$ cat config.mk
export PLATFORM = sky130hd
export DESIGN_NAME = otp_entry_ctrl
export DESIGN_NICKNAME = d
export VERILOG_FILES = /design/src/rtl/otp_entry_ctrl.sv
export SDC_FILE = /design/constraint.sdc
export NUM_CORES = 1
export LEC_CHECK = 0
export CORE_AREA = 2 2 67 116
export DETAILED_ROUTE_END_ITERATION = 10
export DIE_AREA = 0 0 69 118
export DONT_BUFFER_PORTS = 1
export PLACE_DENSITY_LB_ADDON = 0.1
export SETUP_SLACK_MARGIN = 0.05
export SLEW_MARGIN = 20
export SYNTH_ARGS = -nofsm -noshare
export SYNTH_HDL_FRONTEND = slang
export SYNTH_SLANG_ARGS = --single-unit
$ cat constraint.sdc
create_clock -name clk -period 2.6 [get_ports clk]
set_input_delay 0.26 -clock clk [delete_from_list [all_inputs] [get_ports clk]]
set_output_delay 0.26 -clock clk [all_outputs]
set_load 0.01 [all_outputs]
$ cat src/rtl/otp_entry_ctrl.sv
// rtl/otp_entry_ctrl.sv - debounced three-button BCD OTP entry controller
module otp_entry_ctrl #(
    parameter int DB_LIMIT = 50000,
    parameter int DB_W     = 16
) (
    input  logic        clk,
    input  logic        rst_n,
    input  logic        btn_inc,
    input  logic        btn_next,
    input  logic        btn_clear,
    output logic [15:0] user_otp,
    output logic [1:0]  cur_digit,
    output logic        entry_done,
    output logic        otp_valid
);

    localparam logic [DB_W-1:0] CNT_MAX = DB_W'(DB_LIMIT - 1);

    typedef enum logic {ENTRY, DONE} state_t;

    // Button vectors are ordered {clear, next, inc}
    logic [2:0]      raw;
    logic [2:0]      sync1;
    logic [2:0]      sync2;
    logic [2:0]      stb;
    logic [2:0]      prs;
    logic [DB_W-1:0] cnt [3];

    state_t          state;
    state_t          state_nx;
    logic [15:0]     otp_nx;
    logic [1:0]      digit_nx;
    logic            done_nx;
    logic            valid_nx;

    logic            inc_p;
    logic            next_p;
    logic            clr_p;

    assign raw    = {btn_clear, btn_next, btn_inc};
    assign inc_p  = prs[0];
    assign next_p = prs[1];
    assign clr_p  = prs[2];

    // Increment one BCD digit with 9 -> 0 wrap, leaving the other digits untouched
    function automatic logic [15:0] bump_digit(input logic [15:0] v, input logic [1:0] idx);
        logic [15:0] r;
        logic [3:0]  d;
        r = v;
        d = v[{idx, 2'b00} +: 4];
        d = (d == 4'd9) ? 4'd0 : d + 4'd1;
        r[{idx, 2'b00} +: 4] = d;
        return r;
    endfunction

    // Two-flop synchronisers, per-button debounce counters and press pulses
    always_ff @(posedge clk or negedge rst_n) begin
        if (!rst_n) begin
            sync1 <= '0;
            sync2 <= '0;
            stb   <= '0;
            prs   <= '0;
            for (int i = 0; i < 3; i++) begin
                cnt[i] <= '0;
            end
        end else begin
            sync1 <= raw;
            sync2 <= sync1;
            for (int i = 0; i < 3; i++) begin
                // Pulse only on an accepted rising level; releases are silent
                prs[i] <= sync2[i] & ~stb[i] & (cnt[i] == CNT_MAX);
                if (sync2[i] == stb[i]) begin
                    cnt[i] <= '0;
                end else if (cnt[i] == CNT_MAX) begin
                    stb[i] <= sync2[i];
                    cnt[i] <= '0;
                end else begin
                    cnt[i] <= cnt[i] + DB_W'(1);
                end
            end
        end
    end

    // Entry state and output registers
    always_ff @(posedge clk or negedge rst_n) begin
        if (!rst_n) begin
            state      <= ENTRY;
            user_otp   <= 16'h0000;
            cur_digit  <= 2'd3;
            entry_done <= 1'b0;
            otp_valid  <= 1'b0;
        end else begin
            state      <= state_nx;
            user_otp   <= otp_nx;
            cur_digit  <= digit_nx;
            entry_done <= done_nx;
            otp_valid  <= valid_nx;
        end
    end

    // Next-state logic: clear dominates; inc and next may act on the same edge
    always_comb begin
        state_nx = state;
        otp_nx   = user_otp;
        digit_nx = cur_digit;
        done_nx  = entry_done;
        valid_nx = 1'b0;
        if (clr_p) begin
            state_nx = ENTRY;
            otp_nx   = 16'h0000;
            digit_nx = 2'd3;
            done_nx  = 1'b0;
        end else begin
            case (state)
                ENTRY: begin
                    if (inc_p) begin
                        otp_nx = bump_digit(user_otp, cur_digit);
                    end
                    if (next_p) begin
                        if (cur_digit != 2'd0) begin
                            digit_nx = cur_digit - 2'd1;
                        end else begin
                            state_nx = DONE;
                            done_nx  = 1'b1;
                            valid_nx = 1'b1;
                        end
                    end
                end
                DONE: begin
                    // Entry frozen until clear
                end
                default: begin
                    state_nx = ENTRY;
                end
            endcase
        end
    end

endmodule

# [Word level (Yosys, flattened, before mapping)]
# Index checks and enable logic that the tools add are counted.
[word_totals] ff_bits=81 inputBits=5 output_inout_bits=20 word_cells=79
[classes] add_sub_neg=6 eq_ne=9 shifts=3 n_mux=25 n_bitwise=12 n_reduce_logical=10
[ops] operator="2-to-1 mux 16 bit" n=9
[ops] operator="adder 16 x 1 -> 16 bit (second input constant)" n=3
[ops] operator="== test 16 bit (second input constant)" n=3
[ops] operator="bitwise mux 16 bit" n=1
[ops] operator="variable shift 4 x 6 -> 16 bit (first input constant)" n=1
[ops] operator="variable part select 16 x 5 -> 4 bit" n=1
[ops] operator="variable part select 4 x 6 -> 16 bit" n=1
[ops] operator="2-to-1 mux 1 bit" n=10
[ops] operator="2-to-1 mux 2 bit" n=4
[ops] operator="AND reduction 2 bit" n=4
[ops] operator="nonzero test 2 bit" n=4
[ops] operator="bitwise AND 1 bit" n=6
[ops] operator="negation 4 -> 6 bit" n=1
[ops] operator="NOT 1 bit" n=6
[ops] operator="AND reduction 3 bit" n=2
[ops] operator="adder 4 x 1 -> 4 bit (second input constant)" n=1
[ops] operator="== test 4 bit (second input constant)" n=1
[ops] operator="2-to-1 mux 4 bit" n=1
[ops] operator="inequality test 2 bit (second input constant)" n=2
[ops] operator="== test 1 bit" n=3
[ops] operator="subtractor 2 x 1 -> 2 bit (second input constant)" n=1

# [Logic depth before layout (Yosys ltp)]
# Gate-level depths: netlist of run 1.
[logic_depth] depth_word=8 mapped_depth=7 depth_no_buf=6

# [Worst setup path before layout of run 1]
# No wires, ideal clock.
[synth_timing] kind="reg2reg" from="register cur_digit[0]" to="register user_otp[11]" setup_ns=0.121 t_arrival_ns=2.167 setup_slack_ns=0.312 path_stages_with_launch=8 period_less_slack_ns=2.288 path_cell_list="dfstp_2 -> buf_2 -> mux4_2 -> inv_1 -> ha_1 -> inv_1 -> a221o_1 -> a22o_1"
[synth_between] elab_chain_cells=8 word_cells_on_any_way=11 classes_between="add/sub: 2; eq/ne: 1; shift: 3; mux: 5"
[synth_lines] element="from (decl)" line_no="12" text="output logic [1:0] cur_digit,"
[synth_lines] element="from (signal assigned)" line_no="95" text="cur_digit <= digit_nx;"
[synth_lines] element="variable part select 16 x 5 -> 4 bit" line_no="50" text="d = v[{idx, 2'b00} +: 4];"
[synth_lines] element="adder 4 x 1 -> 4 bit / == test 4 bit (equally long branches)" line_no="51" text="d = (d == 4'd9) ? 4'd0 : d + 4'd1;"
[synth_lines] element="2-to-1 mux 4 bit" line_no="51"
[synth_lines] element="variable part select 4 x 6 -> 16 bit" line_no="52" text="r[{idx, 2'b00} +: 4] = d;"
[synth_lines] element="bitwise mux 16 bit *" line_no="52"
[synth_lines] element="2-to-1 mux 16 bit *" line_no="116" text="if (inc_p) begin"
[synth_lines] element="2-to-1 mux 16 bit *" line_no="114" text="case (state)"
[synth_lines] element="2-to-1 mux 16 bit *" line_no="108" text="if (clr_p) begin"
[synth_lines] element="to (signal assigned)" line_no="94" text="user_otp <= otp_nx;"
[synth_lines] element="to (decl)" line_no="11" text="output logic [15:0] user_otp,"
# Every way passes the cells marked *; elsewhere a longest branch is shown, timed or not. The select of a mux whose other input is x is not followed.
# A chain may end at the register's enable or synchronous reset.

# [Worst setup path in the final report of run 1]
[layout_timing] from="register cur_digit[0]" to="register user_otp[7]"
# The elaborated chain is that of the path after synthesis.

==> results_dict.tcl, run 1 <==
set metrics [dict create \
    routed_wl_um 7100 \
    clk_pin_slew_ns 0.06 \
    cts_setup_buffers 0 \
    clockBufferDepth 2 \
    grt_overflow_total 0 \
    critPathKind "register to register" \
    vdd_drop_max_mv 0.442 \
    worst-path-max-fanout 12 \
    status "complete, no violations" \
    synth_edf_count 0 \
    final_max_slew_viol_count 0 \
    worst_pin_slew_ns 0.692 \
    hold_path.class "register to register" \
    drc 0 \
    slew_headroom_pct 53.5 \
    vias 2631 \
    path_buf_inv 2 \
    ys.flop_type "dfrtp_1" \
    crit_path_end_kind "register" \
    grt_pass1_vias 2645 \
    antenna_cells_inserted 0 \
    crit_path_start_kind "register" \
    track_usage_pct 18.8 \
    synth_area_mm2 0.00384 \
    timing.rr.start "cur_digit[0]" \
    numClockSinks 81 \
    final_cell_mix "79 x dfrtp_1, 53 x nor2_1, 31 x xnor2_1, 23 x inv_1" \
    timing.final.crit_share_pct 90.9 \
    cts-htree-levels 3 \
    final_nets 388 \
    drt-wirelength-per-cell_um 15.4 \
    ys_seq_area_share_pct 52.8 \
    final_common_cell "dfrtp_1" \
    avgViaCountPerCell 5.69 \
    power_density_mw_per_mm2 642 \
    grt_pass1_wl_um 12300 \
    skew_ns 0.00536 \
    drt_pass1_iterations 6 \
    drive_gt1_share_pct 9.57 \
    cts_buffers 9 \
    post-place-cells 441 \
    die_x_um 69 \
    initial_core_util_pct 53.5 \
    drt_iter0_markers 190 \
    postSynth.asyncResetShare_pct 100 \
    path_cells "mux4_2, inv_1, ha_1, inv_1, a221o_1, a22o_1" \
    dieArea_mm2 0.00814 \
    hp-start "sync1[0]" \
    dieHeight_um 118 \
    critPathArrivalTime_ns 2.58 \
    timing.fmax_mhz 423 \
    fin_cells 462 \
    routabilityCongestion 0.790 \
    portBuffers 0 \
    synthesis.nets 372 \
    dp_hpwl_um 4760 \
    grt_setup_unrepaired "false" \
    cpMaxStageDelayCell "dfstp_2" \
    insertion_delay_ns 0.33 \
    crit_path_max_incr_delay_ns 0.70 \
    grt_max_degree 82 \
    cpMostUsedCell "inv_1" \
    yosys_warnings 0 \
    hold_viol 0 \
    fin_setup_tns_ns 0 \
    rows 41 \
    ios 25 \
    power_mw 2.80 \
    antenna_found_initial 0 \
    cts_tree "done" \
    finalCriticalPeriod_ns 2.36 \
    fin_util_pct 60.7 \
    ys_seq_elements 81 \
    drtAntennaViolNets 0 \
    syn_to_final_growth_pct 13.6 \
    clockRootBuffer "clkbuf_16" \
    core_area_mm2 0.00718 \
    yosys.cell_types.count 43 \
    worst_ep_required_time_ns 2.82 \
    cellLeakagePower_nw 1.88 \
    setup.worst_path.start "cur_digit[0]" \
    synth.avg_cell_area_um2 10.8 \
    path_delay_family "flip-flops" \
    setup_viol 0 \
    syn_inst 355 \
    max_cap_violations 0 \
]
==> state kept, by name, summed over array words and instances, names as in the netlist <==
signal      cells
state           1
sync1           3
sync2           3
entry_done      1
prs             3
otp_valid       1
cur_digit       2
user_otp       16
cnt            48
stb             3
==> layer usage <==
metal | wire length (µm) | share of wire [%] | GRT usage, %
met5 | 0 | 0 | 0
met4 | 191 | 2.7 | 9.44
met1 | 3040 | 43 | 22.5
met2 | 3590 | 51 | 30.6
met3 | 274 | 3.9 | 5.14
==> area by class of cell <==
type,count,area (µm²)
repair buffers,10,105
well taps,86,108
fillers,598,2820
clock inverters,3,90.1
clock buffers,13,250
multi-input cells,246,1690
flip-flops and latches,81,2030
inverters,23,86.3
==> power by group <==
group	leakage, nW	switching (mW)	total [mW]	internal (mW)
clock network	0.164	0.475	1.44	0.965
logic	0.611	0.0473	0.0717	0.0244
registers	1.10	0.0134	1.29	1.28
total	1.88	0.536	2.80	2.27
==> cell usage after synthesis (4+ instances only) <==
| library cell | count | area (µm²) |
|---|---|---|
| or3_1 | 5 | 31.3 |
| xor2_1 | 10 | 87.6 |
| or4_1 | 4 | 30.0 |
| dfrtp_1 | 79 | 1980 |
| nand4_1 | 12 | 75.1 |
| nand2_1 | 15 | 56.3 |
| nor4_1 | 9 | 56.3 |
| a22o_1 | 16 | 140 |
| nor2_1 | 53 | 199 |
| nor3_1 | 16 | 80.1 |
| xnor2_1 | 31 | 272 |
| a21oi_1 | 9 | 45.0 |
| ha_1 | 12 | 150 |
| inv_1 | 23 | 86.3 |
| nand3_1 | 15 | 75.1 |
| mux4_2 | 4 | 90.1 |
==> cells by family after synthesis <==
family | after synthesis | share of synthesized area, %
xor gates and xnor gates | 41 | 9.35
DFF | 81 | 52.8
AOI/OAI and AO/OA | 34 | 7.10
adders and majority gates | 12 | 3.91
and+or+nand+nor | 152 | 20.5
muxes | 7 | 3.22
buffers and inverters | 28 | 3.06
==> metrics by stage <==
| step | area, µm² | hold slack [ns] | worst slack [ns] |
|---|---|---|---|
| floorplan | 3840 | -0.0356 | 0.312 |
| global placement | 3960 | -0.0341 | 0.358 |
| detailed placement | 3960 | -0.0340 | 0.267 |
| CTS | 4360 | 0.350 | 0.259 |
| global route | 4360 | 0.361 | 0.154 |
| finish | 4360 | 0.348 | 0.237 |
==> timing repair <==
item / 4_1_cts / 5_1_grt
hold buffers: 5 / 0
hold endpoints to repair: 84 / 0
gates resized for setup: 0 / 0
==> path summary, 6_finish.rpt <==
path | end | slack, ns | depth (start not counted)
max | user_otp[7] | 0.24 | 6
min | sync2[0] | 0.35 | 0
max reg2reg | user_otp[7] | 0.24 | 6
min reg2reg | sync2[0] | 0.35 | 0
max in group asynchronous | cur_digit[1] | 1.78 | 2
min in group asynchronous | user_otp[11] | 0.50 | 2
Note: power is estimated with default switching activity, not from simulation.
==> inputs of run 2 (changes only) <==
- CORE_AREA: 2 2 67 116 -> 2 2 70 123
- DIE_AREA: 0 0 69 118 -> 0 0 72 125
- clock period: 2.6 -> 2.2 ns (I/O delays scaled with it)
==> run 2 against run 1 <==
Count of clock-buffer cells in the layout down 2. Clock power up 13%. Flip-flop and latch count stayed put. Utilization fell by 4.7 points. Clock skew about the same. Register-to-register slack got worse by 0.15 ns. Die area is 11% higher. Highest routed layer unchanged.
==> results_dict.tcl, run 2 (same netlist as run 1, synthesis figures left out) <==
set metrics [dict create \
    routabilityCongestion 0.786 \
    worstRegToRegCells 5 \
    dp_hpwl_um 5240 \
    whs_ns 0.348 \
    grt_pass1_wl_um 13300 \
    post-place-ws_ns 0.0401 \
    drt-wirelength-per-cell_um 15.6 \
    cts_buffers 9 \
    clk_pin_slew_ns 0.06 \
    die_x_um 72 \
    drive_gt1_share_pct 15.3 \
    drc 0 \
    clockRootBuffer "clkbuf_16" \
    max_cap_violations 0 \
    fin_setup_tns_ns 0 \
    worst_ep_required_time_ns 2.43 \
    timing.final.crit_share_pct 96.1 \
    drt_pass1_iterations 4 \
    gr-usage-met1_pct 22.9 \
    hold_viol 0 \
    skew_ns 0.00547 \
    clockBufferDepth 2 \
    rows 44 \
    min_to "sync2[1]" \
    final_cell_mix "79 x dfrtp_1, 53 x nor2_1, 31 x xnor2_1, 21 x inv_1, 20 x buf_4" \
    worst_pin_slew_ns 0.544 \
    antenna_cells_inserted 0 \
    timing.fmax_mhz 473 \
    grt.busiest_layer "met2" \
    vdd_drop_max_mv 0.504 \
    final_nets 405 \
    grt_max_degree 82 \
    final_common_cell "dfrtp_1" \
    fin_util_pct 56.0 \
    syn_to_final_growth_pct 18.0 \
    slew_headroom_pct 63.7 \
    critPathArrivalTime_ns 2.34 \
    antenna_found_initial 0 \
    hold_depth 0 \
    drtAntennaViolNets 0 \
    timing.rr.start "cur_digit[0]" \
    cts_tree "done" \
    ios 25 \
    r2r-end "user_otp[7]" \
    portBuffers 0 \
    largest_reg_flops 48 \
    largest-register "cnt" \
    setup_viol 0 \
    numClockSinks 81 \
    fin_ws_ns 0.0859 \
    crit_path_end_kind "register" \
    vias 2696 \
    drt_iter0_markers 177 \
    grt_util_met3_pct 2.74 \
    track_usage_pct 18.8 \
    hp-start "sync1[1]" \
    post-place-cells 461 \
    top_regs "cnt: 48 flops, user_otp: 16 flops" \
    grt_pass1_vias 2797 \
    reg2reg_slack_ns 0.09 \
    power_density_mw_per_mm2 718 \
    grt_setup_unrepaired "true" \
    cellLeakagePower_nw 1.97 \
    avgViaCountPerCell 5.56 \
    dieArea_mm2 0.00900 \
    use_met2_pct 30.9 \
    dieHeight_um 125 \
    insertion_delay_ns 0.33 \
    finalCriticalPeriod_ns 2.11 \
    routed_wl_um 7540 \
    worst-path-max-fanout 4 \
    final_max_slew_viol_count 0 \
    initial_core_util_pct 47.5 \
    crit_path_start_kind "register" \
    critPathKind "register to register" \
    cts-htree-levels 3 \
    hold_path.class "register to register" \
    status "complete, no violations" \
    grt_overflow_total 0 \
    fin_cells 485 \
    core_area_mm2 0.00809 \
]
## run 2: cell count changes in the layout (fill, tap and decap cells not counted), sizes merged
cell / previous run / this run
clkbuf: 13 / 11
bufinv: 3 / 2
clkinv: 0 / 2
buf: 6 / 23
clkinvlp: 0 / 1
## run 2: worst max-delay path by stage
stage,start,end,slack [ns],depth (start not counted)
after CTS,cur_digit[0],user_otp[7],0.06,6
after floorplan,cur_digit[0],user_otp[11],0.04,7
after global routing,cur_digit[0],user_otp[15],0.03,5
final,cur_digit[0],user_otp[7],0.09,5
after global placement,cur_digit[0],user_otp[3],0.08,6
after detailed placement,cur_digit[0],user_otp[7],0.04,6
## run 2: per-layer routing
layer	part of all wire [%]	wire, µm
met1	42	3170
met2	52	3890
met5	0	0
met4	3.6	270
met3	2.8	213
## run 2: area by class of cell
| class | count | area, µm² |
|---|---|---|
| inverter | 23 | 86.3 |
| multi-input combinational | 246 | 1710 |
| timing repair buffer | 27 | 258 |
| sequential | 81 | 2030 |
| tap | 92 | 115 |
| fill | 702 | 3560 |
| clock buffer | 11 | 253 |
| clock inverter | 5 | 77.6 |
## run 2: worst max-delay path, cell delays in order (launching register included)
cell and delay [ns]:
dfstp_2 0.61, buf_12 0.12, mux4_2 0.53, nor2b_4 0.16, a221o_1 0.39, a22o_1 0.20
## run 2: where the power goes
part / total (mW) / leakage, nW / internal (mW) / switching [mW]
logic: 0.0930 / 0.707 / 0.0348 / 0.0582
clock network: 1.63 / 0.162 / 1.05 / 0.583
registers: 1.53 / 1.10 / 1.51 / 0.0161
total: 3.25 / 1.97 / 2.60 / 0.658
## run 2: per-stage QoR
step / instance area [µm²] / power (mW)
finish: 4530 / 3.25
global route: 4530 / 3.37
CTS: 4510 / 3.30
detailed placement: 4090 / 1.61
global placement: 4090 / 1.60
floorplan: 3860 / 1.59
## run 2: timing repair
action	CTS	global route
hold buffers	5	0
endpoints found under the hold margin	84	0
endpoints found under the setup margin	4	5
pin swaps	0	1
setup buffers	1	2
gates resized for setup	0	2
